`src/rtl/rpsc_card_pkg.sv`:
```
// rpsc_card_pkg: shared types and constants for the card-12 fault qualifier.
// Channel indices map qualifier lanes onto the FF41..FF48 fault flip-flops.
package rpsc_card_pkg;

  localparam int CH_FF41 = 0;
  localparam int CH_FF42 = 1;
  localparam int CH_FF43 = 2;
  localparam int CH_FF44 = 3;
  localparam int CH_FF45 = 4;
  localparam int CH_FF46 = 5;
  localparam int CH_FF47 = 6;
  localparam int CH_FF48 = 7;

  // Width of the first-fault channel index
  localparam int FF_IDX_W = 3;

  typedef enum logic [1:0] {
    IDLE     = 2'd0,
    PEND_SET = 2'd1,
    FAULT    = 2'd2,
    PEND_CLR = 2'd3
  } qual_state_t;

endpackage

```
`src/rtl/rpsc_fault_filter_ch.sv`:
```
// rpsc_fault_filter_ch: one fault channel. Synchronises the raw line, then
// requires ASSERT_CYC consecutive high samples to qualify and DEASSERT_CYC
// consecutive low samples to release. An aborted qualification sets a sticky
// glitch flag. inhibit blanks the channel back to IDLE.
module rpsc_fault_filter_ch
  import rpsc_card_pkg::*;
#(
  parameter int CNT_W        = 16,
  parameter int ASSERT_CYC   = 1000,
  parameter int DEASSERT_CYC = 1000
) (
  input  logic clk,
  input  logic reset,
  input  logic raw,
  input  logic inhibit,
  input  logic glitch_clr,
  output logic qual,
  output logic rise,
  output logic glitch
);

  localparam logic [CNT_W-1:0] SET_TERM = CNT_W'(ASSERT_CYC - 1);
  localparam logic [CNT_W-1:0] CLR_TERM = CNT_W'(DEASSERT_CYC - 1);
  localparam logic [CNT_W-1:0] CNT_ONE  = CNT_W'(1);

  logic             sync_meta;
  logic             s;
  qual_state_t      state;
  qual_state_t      state_nxt;
  logic [CNT_W-1:0] cnt;
  logic [CNT_W-1:0] cnt_nxt;
  logic             rise_q;
  logic             rise_nxt;
  logic             glitch_set;

  // Two-flop synchroniser; keeps running through inhibit so s is fresh on release
  always_ff @(posedge clk or posedge reset) begin
    if (reset) begin
      sync_meta <= 1'b0;
      s         <= 1'b0;
    end else begin
      sync_meta <= raw;
      s         <= sync_meta;
    end
  end

  // Persistence FSM next-state and counter; inhibit overrides every transition
  always_comb begin
    state_nxt  = state;
    cnt_nxt    = cnt;
    rise_nxt   = 1'b0;
    glitch_set = 1'b0;
    if (inhibit) begin
      state_nxt = IDLE;
      cnt_nxt   = '0;
    end else begin
      case (state)
        IDLE: begin
          if (s) begin
            state_nxt = PEND_SET;
            cnt_nxt   = CNT_ONE;
          end
        end
        PEND_SET: begin
          if (!s) begin
            state_nxt  = IDLE;
            cnt_nxt    = '0;
            glitch_set = 1'b1;
          end else if (cnt == SET_TERM) begin
            state_nxt = FAULT;
            cnt_nxt   = '0;
            rise_nxt  = 1'b1;
          end else begin
            cnt_nxt = cnt + CNT_ONE;
          end
        end
        FAULT: begin
          if (!s) begin
            state_nxt = PEND_CLR;
            cnt_nxt   = CNT_ONE;
          end
        end
        PEND_CLR: begin
          if (s) begin
            state_nxt = FAULT;
            cnt_nxt   = '0;
          end else if (cnt == CLR_TERM) begin
            state_nxt = IDLE;
            cnt_nxt   = '0;
          end else begin
            cnt_nxt = cnt + CNT_ONE;
          end
        end
        default: begin
          state_nxt = IDLE;
          cnt_nxt   = '0;
        end
      endcase
    end
  end

  // State, counter and registered rise pulse
  always_ff @(posedge clk or posedge reset) begin
    if (reset) begin
      state  <= IDLE;
      cnt    <= '0;
      rise_q <= 1'b0;
    end else begin
      state  <= state_nxt;
      cnt    <= cnt_nxt;
      rise_q <= rise_nxt;
    end
  end

  // Sticky glitch flag; a new glitch beats a simultaneous clear so no event is lost
  always_ff @(posedge clk or posedge reset) begin
    if (reset) begin
      glitch <= 1'b0;
    end else if (glitch_set) begin
      glitch <= 1'b1;
    end else if (glitch_clr) begin
      glitch <= 1'b0;
    end
  end

  // Qualified level and pulse are blanked in the same cycle inhibit is raised
  assign qual = ((state == FAULT) || (state == PEND_CLR)) && !inhibit;
  assign rise = rise_q && !inhibit;

endmodule

```
`src/rtl/rpsc_fault_qualifier.sv`:
```
// rpsc_fault_qualifier: conditioning stage ahead of the card-12 fault
// flip-flops FF41..FF48. One rpsc_fault_filter_ch per line, plus an optional
// first-fault capture enabled by the RPSC_FIRST_FAULT_EN macro. Without the
// macro, ff_valid/ff_idx read 0 and ff_clr is ignored (pins kept for layout).
module rpsc_fault_qualifier
  import rpsc_card_pkg::*;
#(
  parameter int N_CH         = 8,
  parameter int CNT_W        = 16,
  parameter int ASSERT_CYC   = 1000,
  parameter int DEASSERT_CYC = 1000
) (
  input  logic                clk,
  input  logic                reset,
  input  logic [N_CH-1:0]     raw_in,
  input  logic                inhibit,
  input  logic                glitch_clr,
  output logic [N_CH-1:0]     qual_out,
  output logic [N_CH-1:0]     qual_rise,
  output logic [N_CH-1:0]     glitch_flag,
  output logic                ff_valid,
  output logic [FF_IDX_W-1:0] ff_idx,
  input  logic                ff_clr
);

  for (genvar g = 0; g < N_CH; g++) begin : g_ch
    rpsc_fault_filter_ch #(
      .CNT_W        (CNT_W),
      .ASSERT_CYC   (ASSERT_CYC),
      .DEASSERT_CYC (DEASSERT_CYC)
    ) u_ch (
      .clk        (clk),
      .reset      (reset),
      .raw        (raw_in[g]),
      .inhibit    (inhibit),
      .glitch_clr (glitch_clr),
      .qual       (qual_out[g]),
      .rise       (qual_rise[g]),
      .glitch     (glitch_flag[g])
    );
  end

`ifdef RPSC_FIRST_FAULT_EN
  logic [FF_IDX_W-1:0] low_idx;

  // Lowest-numbered channel among this cycle's rise pulses
  always_comb begin
    low_idx = '0;
    for (int i = N_CH - 1; i >= 0; i--) begin
      if (qual_rise[i]) begin
        low_idx = FF_IDX_W'(i);
      end
    end
  end

  // First-fault record: a rise arriving with ff_clr is captured rather than dropped
  always_ff @(posedge clk or posedge reset) begin
    if (reset) begin
      ff_valid <= 1'b0;
      ff_idx   <= '0;
    end else if ((ff_clr || !ff_valid) && (|qual_rise)) begin
      ff_valid <= 1'b1;
      ff_idx   <= low_idx;
    end else if (ff_clr) begin
      ff_valid <= 1'b0;
      ff_idx   <= '0;
    end
  end
`else
  logic unused_ff_clr;

  assign unused_ff_clr = ff_clr;
  assign ff_valid      = 1'b0;
  assign ff_idx        = '0;
`endif

endmodule

```
`config.mk`:
```
export PLATFORM = sky130hd
export DESIGN_NAME = rpsc_fault_qualifier
export DESIGN_NICKNAME = d
export VERILOG_FILES = /design/src/rtl/rpsc_card_pkg.sv /design/src/rtl/rpsc_fault_filter_ch.sv /design/src/rtl/rpsc_fault_qualifier.sv
export SDC_FILE = /design/constraint.sdc
export NUM_CORES = 1
export LEC_CHECK = 0
export CAP_MARGIN = 20
export CORE_MARGIN = 3
export CORE_UTILIZATION = 55
export CTS_CLUSTER_DIAMETER = 200
export CTS_CLUSTER_SIZE = 25
export DETAILED_ROUTE_END_ITERATION = 8
export GPL_TIMING_DRIVEN = 1
export PLACE_DENSITY = 0.73
export SLEW_MARGIN = 10
export SYNTH_ARGS = -nofsm -noshare
export SYNTH_HDL_FRONTEND = slang
export SYNTH_SLANG_ARGS = --single-unit
```
`constraint.sdc`:
```
create_clock -name clk -period 5.5 [get_ports clk]
set_input_delay 0.825 -clock clk [delete_from_list [all_inputs] [get_ports clk]]
set_output_delay 0.825 -clock clk [all_outputs]
set_load 0.01 [all_outputs]
```
Word-level counts from Yosys, hierarchy flattened
Cells that the tools add are included.

Word-level logic and storage cells: 362. Bits of input ports: 13. Output and inout bits: 28. Flip-flop bits (word level): 176.

Multiplexer cells: 185. Reductions and logical operators: 57. Equal/unequal tests: 64. $add $sub $neg: 8.

Operators with widths (number): $mux W16 (48); $pmux W16 S4 (8); $add A16 B1 Y16 const B (8); $eq A16 B10 Y1 const B (8); $mux W2 (56); $mux W1 (65); $pmux W2 S4 (8); $eq A2 B2 Y1 const B (16); $ne A4 B2 Y1 const B (8); $ne A4 B4 Y1 const B (8); $reduce_and A4 Y1 (8); $ne A3 B2 Y1 const B (8); $ne A3 B3 Y1 const B (8); $eq A2 B1 Y1 const B (8); $logic_and A1 B1 Y1 (16); $logic_not A2 Y1 (8); $reduce_and A2 Y1 (8); $reduce_bool A2 Y1 (8); $logic_or A1 B1 Y1 (8); $logic_not A1 Y1 (1).

Logic depth before layout (Yosys ltp)
Gate-level depths: netlist (run 1).

Word-level depth: 5. Depth in mapped cells: 8. Depth with buffers taken out: 6.

Hierarchy
Synthesis (run 1) repeated with hierarchy kept, for this count alone.

Cells, all modules: 957. Area total of the unflattened synthesis: 9482.8 sq um.

Modules (own cells, without submodules): rpsc_fault_filter_ch (g_ch[0].u_ch ...) (cells an instance 119, area an instance 1184.9 sq um, sequential area each 550.5 sq um, instances 6); rpsc_fault_filter_ch (g_ch[6].u_ch ...) (cells an instance 119, area an instance 1169.9 sq um, sequential area each 550.5 sq um, instances 2); rpsc_fault_qualifier (cells an instance 5, area an instance 33.8 sq um, sequential area each 0.0 sq um, instances 1).

Worst setup path before layout (run 1)
Ideal clock, no wire load.

Path type: input port to output port. Start point: in inhibit. End point: out qual_out[0]. Buffers on the path: 5. Arrival time: 1976 ps. Setup slack: 2699 ps. Data required time: 4675 ps. Cell stages on the path: 6. Cell sequence: clkbuf_1 > buf_2 > clkbuf_1 > clkbuf_1 > nor2b_1 > buf_4.

Cells in the longest elaborated chain, start to end: 2.

Ends and longest elaborated chain: start, declared (RTL line rpsc_fault_qualifier.sv:16) `input logic inhibit,`; $logic_not A1 Y1 (RTL line rpsc_fault_filter_ch.sv:127) `assign qual = ((state == FAULT) || (state == PEND_CLR)) && !inhibit;`; $logic_and A1 B1 Y1 (RTL line rpsc_fault_filter_ch.sv:127); end, declared (RTL line rpsc_fault_qualifier.sv:18) `output logic [N_CH-1:0] qual_out,`.

No other way between the ends.

Final worst setup path (run 1)
Start point: in inhibit. End point: out qual_rise[1].

Cells in the longest elaborated chain, start to end: 2.

Ends and longest elaborated chain: $logic_not A1 Y1 (RTL line rpsc_fault_filter_ch.sv:128) `assign rise = rise_q && !inhibit;`; $logic_and A1 B1 Y1 (RTL line rpsc_fault_filter_ch.sv:128); end, declared (RTL line rpsc_fault_qualifier.sv:19) `output logic [N_CH-1:0] qual_rise,`.

No other way between the ends.

==> results of run 1 <==
==> routing by layer <==
metal | GRT usage | up-vias
met2 | 0.318 | 113
met5 | 0 | -
met4 | 0.0571 | 0
met3 | 0.0447 | 15
met1 | 0.278 | 3286
li1 | - | 3414
==> registers in the layout (all words and copies together) (netlist names) <==
signal               cells
g_ch.u_ch.rise_q         8
g_ch.u_ch.s              8
g_ch.u_ch.state         16
g_ch.u_ch.glitch         8
g_ch.u_ch.sync_meta      8
g_ch.u_ch.cnt          128
==> cells in the final DEF, fill, tap and decap left out, drive strengths merged, types with 6 or more instances in the layout <==
cell and count:
a41oi 8, nor3 45, xnor2 32, or2 6, or3 20, xor2 27
clkbuf 17, a31oi 39, and4 12, a211oi 6, ha 8, dfrtp 176
o21ai 29, nor2 102, mux2i 10, nand2b 13, a22o 12, and3 23
nor2b 18, nor4 15, inv 43, o21a 6, o32ai 8, clkdlybuf4s50 34
nand2 75, a21oi 45, nor3b 7, nand4 17, or4 9, nand3 57
==> critical path: cells and delay by family <==
family | cells | cell delay [ns]
simple gates | 1 | 0.09
buf+inv | 3 | 1.43
==> area by class of cell <==
class	count	area (um2)	share of cell area
flip-flops and latches	176	4400	0.440
repair buffers	39	388	0.0388
clock buffers	17	425	0.0425
clock inverters	15	173	0.0173
well taps	216	270	0.0270
inverters	35	135	0.0135
multi-input cells	691	4210	0.420
==> through the flow <==
step	setup slack, ns	hold slack, ns	utilization	total power, mW	area, um2
after floorplan	2.42	0.331	-	1.45	9100
after global placement	2.31	0.332	0.586	1.48	9400
after detailed placement	2.29	0.335	0.586	1.49	9400
after CTS	2.27	0.350	0.623	2.72	10000
after global routing	2.19	0.363	0.623	2.79	10000
final	2.30	0.349	0.623	2.69	10000
==> logic make-up (layout without fill, tap and decap cells) <==
kind of cell | after synthesis | count (layout) | synth area share
adder cells (fa/ha/maj) | 8 | 8 | 0.0110
flip-flops | 176 | 176 | 0.485
multiplexers | 11 | 11 | 0.0123
XOR/XNOR | 59 | 59 | 0.0585
AO/OA/AOI/OAI | 167 | 167 | 0.117
other | 1 | 4 | 0.000413
buffers and inverters | 94 | 106 | 0.0541
AND/OR/NAND/NOR | 442 | 442 | 0.262
==> report_power, final <==
group / leakage (nW) / switching [mW] / internal [mW]
logic: 1.45 / 0.0845 / 0.0402
clock network: 0.295 / 0.545 / 0.686
registers: 2.40 / 0.0206 / 1.31
==> worst paths after layout <==
kind | start | to | slack (ns) | cells past startpoint
setup / recovery | inhibit | qual_rise[1] | 2.30 | 4
hold / removal | g_ch[0].u_ch.sync_meta | g_ch[0].u_ch.s | 0.35 | 0
setup reg to reg | g_ch[7].u_ch.cnt[0] | g_ch[7].u_ch.cnt[11] | 3.11 | 6
hold reg to reg | g_ch[0].u_ch.sync_meta | g_ch[0].u_ch.s | 0.35 | 0
max in group asynchronous | reset | g_ch[2].u_ch.rise_q | 3.80 | 3
min in group asynchronous | reset | g_ch[3].u_ch.cnt[7] | 0.93 | 3
==> metrics.md, run 1 <==
| Metric | Value |
|---|---|
| Largest net degree at the start of global routing | `177` |
| Worst stage delay on the critical path | `0.53 ns` |
| Met2 wire length | `8.02 mm` |
| Port Buf Inserts | `35` |
| GRT Overall Usage | `0.200` |
| Status | `completed` |
| Core area | `16,100 um2` |
| Layout Area Growth over Synthesis | `10.0%` |
| Worst Setup End Kind | `output pin` |
| Tightest Pin Transition | `1.01 ns` |
| Post-synth ARST share | `1.00` |
| Leak Pwr | `4.14 nW` |
| Nets | `981` |
| Die Height | `135 um` |
| Final TNS setup | `0 ns` |
| RSZ-0062 raised after global routing | `false` |
| Yosys top cell area share | `0.485` |
| Post-DP HPWL | `11.4 mm` |
| WP data required | `4.68 ns` |
| Synth area leaders | `dfrtp_1 48%, nor2_1 4.0%, nand3_1 3.1%` |
| Cell Chain, Critical Path | `buf_2 -> buf_4 -> nor2b_1 -> clkdlybuf4s50_1` |
| Placed instance count | `1,157` |
| Vias in the first global route | `6,388` |
| RePlAce Congestion | `0.860` |
| WP data arrival | `2.37 ns` |
| Final non-filler cell total | `1,189` |
| DR iter-0 viols | `408` |
| # setup viols final | `0` |
| Met3 wire length | `578 um` |
| Endpoints failing hold | `0` |
| Top-count cell post-synth | `dfrtp_1` |
| # IOs | `41` |
| Starting Density | `0.566` |
| Skew-Pair Late Insertion Delay | `0.44 ns` |
| Relative slew slack | `0.321` |
| Clk root buf | `clkbuf_16` |
| # fillers | `1,337` |
| WL/cell | `14.6 um` |
| Slowest cell on the critical path | `buf_2` |
| Mean Syn Cell Area | `9.49 um2` |
| Yosys warning total | `0` |
| # H-tree levels | `4` |
| CTS Sinks | `176` |
| Post-Syn Area | `9090 um2` |
| Critical path peak fanout | `40` |
| Setup Fix Bufs, Post-CTS | `0` |
| Top layer in use | `met4` |
| Count of state elements after synthesis | `176` |
| Area leader, netlist | `dfrtp_1` |
| # diodes | `0` |
| Distinct cells, synth | `61` |
| Main flop type after synthesis | `dfrtp_1` |
| Die X | `135 um` |
| TritonCTS Buffers | `17` |
| Post_cts resized | `0` |
| Initial antenna violation count | `0` |
| Crit Path Class | `in -> out` |
| Period utilisation layout | `0.581` |
| Worst Clk Skew | `0.00911 ns` |
| Overflow after GRT | `0` |
| Num rows | `46` |
| First-pass GRT wire length | `29.9 mm` |
| Register area share after synthesis | `0.485` |
| Post-Syn Instances | `958` |
| DRC viols | `0` |
| CP startpoint kind | `primary input` |
| Count of final max-slew check failures | `0` |
| Die Area | `18,100 um2` |
| Hold_buf cts | `0` |
| Routed Antenna Nets | `0` |
| Peak VDD IR | `242 uV` |
| Max Clock Freq | `0.313 GHz` |
| Clock Pin Slew Worst Setup and Hold Paths | `0.07 ns` |
| Top cells by count, synth | `176 x dfrtp_1, 97 x nor2_1, 75 x nand2_1` |
| Fin crit period | `3.20 ns` |
| WL met1 | `8.55 mm` |
| Max Cap Viol | `0` |
| PD cells | `269 nW/um2` |
| TritonCTS clock tree | `done` |
| Post-synth EDFFs | `0` |
| CTS Buffer Depth | `2` |
| Total vias in the final route | `6,828` |
| Final WL | `17.3 mm` |
| 1st-pass router iterations | `5` |
| Share of cells above drive strength 1 | `0.0627` |
| Via/cell ratio | `5.74` |
| Hold Path Class | `reg -> reg` |
(Power assumes the default switching activity.)
==> inputs of run 2 (changes only) <==
==> constraint.sdc (replaced) <==
create_clock -name clk -period 2.8 [get_ports clk]
set_input_delay 0.42 -clock clk [delete_from_list [all_inputs] [get_ports clk]]
set_output_delay 0.42 -clock clk [all_outputs]
set_load 0.01 [all_outputs]
==> run 2 against run 1 <==
Compared with the run above: largest power group unchanged; sequential share of layout area shrank 0.40 points; highest routed layer unchanged; critical path type is now reg -> reg; final area grew 0.91%; die area is the same; largest cell class unchanged.
==> metrics.md, run 2 (synthesized netlist as in run 1, its figures left out) <==
| Metric | Value |
|---|---|
| Tightest Pin Transition | `0.925 ns (-0.0855 ns)` |
| # setup viols final | `0 (unchanged)` |
| Biggest register | `g_ch.u_ch.cnt` |
| Total vias in the final route | `6,884 (+0.82%)` |
| Final WL | `17.4 mm (+0.29%)` |
| # diodes | `0 (unchanged)` |
| Worst stage delay on the critical path | `0.56 ns (+0.03 ns)` |
| Skew-Pair Late Insertion Delay | `0.43 ns (about the same)` |
| Top flop regs | `g_ch.u_ch.cnt x128, g_ch.u_ch.state x16` |
| Hold Path Class | `reg -> reg` |
| Initial antenna violation count | `0 (unchanged)` |
| Combinational share of power | `0.051 (+0.005)` |
| Vias in the first global route | `6,504 (+1.8%)` |
| Worst Setup End Kind | `flip-flop` |
| Kind of cell adding the most delay to the critical path | `simple AND/OR/NAND/NOR gates` |
| TritonCTS clock tree | `done` |
| Overflow after GRT | `0 (unchanged)` |
| Hold_buf cts | `0 (unchanged)` |
| Slowest cell on the critical path | `nor2_1` |
| Internal power | `3.92 mW (+92%)` |
| CP dominant cell by count | `nor2_1` |
| Net Switching | `1.26 mW (+94%)` |
| Via/cell ratio | `5.73 (-0.19%)` |
| Num rows | `46 (unchanged)` |
| Max Cap Viol | `0 (unchanged)` |
| # H-tree levels | `4 (unchanged)` |
| Crit Path Class | `reg -> reg` |
| Place WS | `0.333 ns (-1.96 ns)` |
| WP data required | `3.11 ns (-1.57 ns)` |
| Max reg flops | `128 (unchanged)` |
| First-pass GRT wire length | `30.8 mm (+2.9%)` |
| Switching portion of total power | `0.243 (+0.00122)` |
| Starting Density | `0.566 (unchanged)` |
| PD cells | `514 nW/um2 (+91%)` |
| GRT Overall Usage | `0.206 (+0.00614)` |
| Leak Pwr | `4.19 nW (+1.2%)` |
| Endpoints failing hold | `0 (unchanged)` |
| 1st-pass router iterations | `5 (unchanged)` |
| Reg power frac | `0.505 (+0.009)` |
| Buffer and inverter count on the worst path | `0 (-3)` |
| Relative slew slack | `0.379 (+0.0574)` |
| Die Area | `18,100 um2 (unchanged)` |
| Largest net degree at the start of global routing | `73 (-59%)` |
| Setup Fix Bufs, Post-CTS | `0 (unchanged)` |
| Clock Pin Slew Worst Setup and Hold Paths | `0.07 ns (about the same)` |
| CP startpoint kind | `flip-flop` |
| CTS Sinks | `176 (unchanged)` |
| Clk root buf | `clkbuf_16` |
| R2r setup slk | `0.40 ns (-2.71 ns)` |
| Period utilisation layout | `0.858` |
| Port Buf Inserts | `35 (unchanged)` |
| Worst Clk Skew | `0.0111 ns (+0.00199 ns)` |
| DR iter-0 viols | `524 (+28%)` |
| Worst setup margin | `0.397 ns (-1.91 ns)` |
| TritonCTS Buffers | `17 (unchanged)` |
| Commonest non-fill, non-tap cell in the layout | `dfrtp_1` |
| RSZ-0062 raised after global routing | `false` |
| WP data arrival | `2.71 ns (+0.34 ns)` |
| Core area | `16,100 um2 (unchanged)` |
| Share of cells above drive strength 1 | `0.0741 (+0.0114)` |
| Max Clock Freq | `0.416 GHz` |
| Most frequent cells in the layout | `176 x dfrtp_1, 97 x nor2_1, 75 x nand2_1, 57 x nand3_1, 45 x a21oi_1` |
| CTS Buffer Depth | `2 (unchanged)` |
| Cell Chain, Critical Path | `xor2_1 -> nand2b_1 -> nor2_1 -> nor2_1 -> a2111oi_0` |
| Die X | `135 um (unchanged)` |
| Nets | `993 (+1.2%)` |
| # fillers | `1,341 (+0.30%)` |
| WL/cell | `14.5 um (-0.71%)` |
| Post_cts resized | `0 (unchanged)` |
| RePlAce Congestion | `0.850 (-1.2%)` |
| Critical path peak fanout | `11 (-73%)` |
| Layout Area Growth over Synthesis | `11.0%` |
| Die Height | `135 um (unchanged)` |
| Fin crit period | `2.40 ns` |
| Clock network power share | `0.444 (-0.014)` |
| Routed Antenna Nets | `0 (unchanged)` |
| # IOs | `41 (unchanged)` |
| Post-DP HPWL | `11.9 mm (+4.3%)` |
| Status | `completed` |
| DRC viols | `0 (unchanged)` |
| Count of final max-slew check failures | `0 (unchanged)` |
| Peak VDD IR | `485 uV (+100%)` |
| Final TNS setup | `0 ns (unchanged)` |
[run 2: layout make-up]
type | count | area (um2) | share of cell area
clock inverter | 15 | 149 | 0.0148
inverter | 35 | 135 | 0.0134
clock buffer | 17 | 425 | 0.0422
timing repair buffer | 51 | 503 | 0.0498
tap | 216 | 270 | 0.0268
sequential | 176 | 4400 | 0.436
multi-input combinational | 691 | 4210 | 0.417
[run 2: power groups by stage]
stage	Sequential, mW	Clock (mW)	Combinational (mW)
after global routing	2.62	2.48	0.300
after detailed placement	2.67	0	0.268
after CTS	2.62	2.37	0.269
final	2.62	2.30	0.262
after floorplan	2.66	0	0.191
after global placement	2.67	0	0.264
[run 2: worst paths after layout]
kind,end,cells after the start,startpoint
worst max register to register,g_ch[3].u_ch.cnt[9],5,g_ch[3].u_ch.state[1]
max in group asynchronous,g_ch[5].u_ch.cnt[15],3,reset
worst max-delay path,g_ch[3].u_ch.cnt[9],5,g_ch[3].u_ch.state[1]
min in group asynchronous,g_ch[3].u_ch.cnt[15],2,reset
worst min register to register,g_ch[1].u_ch.s,0,g_ch[1].u_ch.sync_meta
worst min-delay path,g_ch[1].u_ch.s,0,g_ch[1].u_ch.sync_meta
[run 2: stage by stage]
| stage | instances | total power [mW] | cell area (um2) | hold WS (ns) | util |
|---|---|---|---|---|---|
| floorplan | 961 | 2.85 | 9100 | 0.331 | - |
| CTS | 1201 | 5.26 | 10100 | 0.351 | 0.628 |
| global route | 1201 | 5.40 | 10100 | 0.356 | 0.628 |
| detailed placement | 1169 | 2.94 | 9520 | 0.336 | 0.593 |
| finish | 1201 | 5.18 | 10100 | 0.349 | 0.628 |
| global placement | 1169 | 2.93 | 9520 | 0.332 | 0.593 |
[run 2: routing by layer]
metal,track usage,part of all wire,up-vias
met2,0.320,0.46,117
met4,0.0481,0.0070,0
met5,0,0,-
met3,0.0477,0.039,11
met1,0.297,0.49,3310
li1,-,-,3446
==> inputs of run 3 (changes only) <==
--- a/config.mk
+++ b/config.mk
@@ -7,12 +7,12 @@
 export LEC_CHECK = 0
 export CAP_MARGIN = 20
 export CORE_MARGIN = 3
-export CORE_UTILIZATION = 55
+export CORE_UTILIZATION = 60
 export CTS_CLUSTER_DIAMETER = 200
 export CTS_CLUSTER_SIZE = 25
 export DETAILED_ROUTE_END_ITERATION = 8
 export GPL_TIMING_DRIVEN = 1
-export PLACE_DENSITY = 0.73
+export PLACE_DENSITY = 0.76
 export SLEW_MARGIN = 10
 export SYNTH_ARGS = -nofsm -noshare
 export SYNTH_HDL_FRONTEND = slang
==> constraint.sdc (replaced) <==
create_clock -name clk -period 2.34 [get_ports clk]
set_input_delay 0.351 -clock clk [delete_from_list [all_inputs] [get_ports clk]]
set_output_delay 0.351 -clock clk [all_outputs]
set_load 0.01 [all_outputs]
==> run 3 against run 2 <==
Compared with the run above: final area rose by 0.67%; hold slack got worse by 0.13 ns; global-route usage rose by 2.1 points; non-clock buffer count rose by 12; maximum frequency rose by 11%; register-to-register slack got worse by 0.23 ns; highest routed layer unchanged; critical endpoint is now g_ch[5].u_ch.cnt[4]; setup slack got worse by 0.23 ns; largest power group unchanged; combinational power rose by 24%; clock skew fell by 0.0047 ns; routed wire length rose by 1.2%; die area fell by 8.0%.
==> metrics.md, run 3 (synthesized netlist as in run 1, its figures left out) <==
| Metric | Value |
|---|---|
| Port Buf Inserts | `35 (unchanged)` |
| Vias in the first global route | `6,597 (+1.4%)` |
| Period utilisation layout | `0.928 (+0.0698)` |
| # IOs | `41 (unchanged)` |
| # H-tree levels | `4 (unchanged)` |
| 1st-pass router iterations | `5 (unchanged)` |
| Die Area | `16,700 um2 (-8.0%)` |
| Num rows | `44 (-4.3%)` |
| Peak VDD IR | `512 uV (+5.5%)` |
| RSZ-0062 raised after global routing | `false` |
| Max Clock Freq | `0.460 GHz (+11%)` |
| WP data arrival | `2.50 ns (-0.21 ns)` |
| Endpoints failing hold | `0 (unchanged)` |
| RePlAce Congestion | `0.847 (-0.32%)` |
| Post-DP HPWL | `12.0 mm (+0.68%)` |
| Skew-Pair Late Insertion Delay | `0.43 ns (about the same)` |
| Count of final max-slew check failures | `0 (unchanged)` |
| Core area | `14,700 um2 (-8.5%)` |
| Clk root buf | `clkbuf_16` |
| PD cells | `607 nW/um2 (+18%)` |
| # diodes | `0 (unchanged)` |
| Nets | `1,005 (+1.2%)` |
| Overflow after GRT | `0 (unchanged)` |
| Critical path peak fanout | `17 (+6)` |
| Final WL | `17.6 mm (+1.2%)` |
| Final non-filler cell total | `1,181 (-1.7%)` |
| Layout Area Growth over Synthesis | `11.8%` |
| Via/cell ratio | `5.90 (+2.9%)` |
| Largest net degree at the start of global routing | `59 (-19%)` |
| Relative slew slack | `0.552 (+0.173)` |
| R2r setup slk | `0.17 ns (-0.23 ns)` |
| CTS Sinks | `176 (unchanged)` |
| Worst Setup End Kind | `flip-flop` |
| WL/cell | `14.9 um (+2.9%)` |
| CP startpoint kind | `flip-flop` |
| Commonest non-fill, non-tap cell in the layout | `dfrtp_1` |
| # setup viols final | `0 (unchanged)` |
| Max reg flops | `128 (unchanged)` |
| TritonCTS Buffers | `17 (unchanged)` |
| Setup Fix Bufs, Post-CTS | `0 (unchanged)` |
| Hold Path Class | `in -> async` |
| Placed instance count | `1,149 (-1.7%)` |
| Final Util | `0.691 (+0.0627)` |
| Starting Density | `0.618 (+0.0523)` |
| First-pass GRT wire length | `30.6 mm (-0.61%)` |
| WP data required | `2.66 ns (-0.45 ns)` |
| TritonCTS clock tree | `done` |
| Tightest Pin Transition | `0.670 ns (-0.255 ns)` |
| Crit Path Class | `reg -> reg` |
| Die Height | `129 um (-4.1%)` |
| Biggest register | `g_ch.u_ch.cnt` |
| GRT Overall Usage | `0.227 (+0.0212)` |
| Initial antenna violation count | `0 (unchanged)` |
| DR iter-0 viols | `498 (-5.0%)` |
| DRC viols | `0 (unchanged)` |
| Hold_buf cts | `0 (unchanged)` |
| Hold Slack | `0.224 ns (-0.125 ns)` |
| Die X | `129 um (-4.1%)` |
| CTS Buffer Depth | `2 (unchanged)` |
| Worst Clk Skew | `0.00643 ns (-0.00467 ns)` |
| Total vias in the final route | `6,967 (+1.2%)` |
| Share of cells above drive strength 1 | `0.0873 (+0.0132)` |
| Clock Pin Slew Worst Setup and Hold Paths | `0.07 ns (about the same)` |
| Fin crit period | `2.17 ns (-0.232 ns)` |
| Most frequent cells in the layout | `176 x dfrtp_1, 95 x nor2_1, 75 x nand2_1, 57 x nand3_1, 45 x a21oi_1` |
| Status | `completed` |
| Top flop regs | `g_ch.u_ch.cnt x128, g_ch.u_ch.state x16` |
| Max Cap Viol | `0 (unchanged)` |
| Post_cts resized | `0 (unchanged)` |
| Leak Pwr | `4.25 nW (+1.4%)` |
| Routed Antenna Nets | `0 (unchanged)` |
[run 3: cell types whose count changed in the layout (fill, tap and decap cells not counted), sizes merged]
cell      before  now
buf           17   29
clkinvlp       3    6
inv           42   39
clkbuf        17   18
clkinv         4    3
[run 3: through the flow]
stage          cell area (um2)  total power, mW  TNS, ns  setup WS [ns]
2_1_floorplan             9100             3.41   -46.40         -0.264
4_1_cts                  10200             6.25        0         0.0823
5_1_grt                  10200             6.44        0         0.0575
3_3_place_gp              9570             3.51        0         0.0195
3_5_place_dp              9580             3.52        0         0.0850
6_report                 10200             6.17        0          0.168
[run 3: worst paths after layout]
path,startpoint,endpoint,cells past startpoint
worst max-delay path,g_ch[5].u_ch.cnt[13],g_ch[5].u_ch.cnt[4],6
worst min-delay path,reset,g_ch[3].u_ch.cnt[7],2
worst max register to register,g_ch[5].u_ch.cnt[13],g_ch[5].u_ch.cnt[4],6
worst min register to register,g_ch[3].u_ch.sync_meta,g_ch[3].u_ch.s,0
max in group asynchronous,reset,g_ch[4].u_ch.rise_q,3
min in group clk,raw_in[7],g_ch[7].u_ch.sync_meta,1
[run 3: cell type report]
cell class	count	area, um2
timing repair buffer	63	609
tap	184	230
clock buffer	18	439
inverter	35	135
sequential	176	4400
clock inverter	14	131
multi-input combinational	691	4210
fill	1163	4540
[run 3: layer usage]
| metal | vias up | GRT usage | routed length, um | share of wire |
|---|---|---|---|---|
| met5 | - | 0 | 0 | 0 |
| met4 | 0 | 0.0636 | 99 | 0.0056 |
| met3 | 12 | 0.0606 | 639 | 0.036 |
| met2 | 133 | 0.361 | 8450 | 0.48 |
| met1 | 3351 | 0.311 | 8400 | 0.48 |
| li1 | 3471 | - | - | - |
[run 3: where the power goes]
group	switching, mW	internal (mW)	total (mW)
logic	0.210	0.117	0.326
clock network	1.20	1.51	2.71
registers	0.0481	3.09	3.14
[run 3: critical path, stage by stage, from the launching register on]
cell and delay (ns):
dfrtp_1 0.42, or4_1 0.58, nor4_4 0.39, nor3b_2 0.16
buf_6 0.19, a21o_1 0.16, a22o_1 0.17
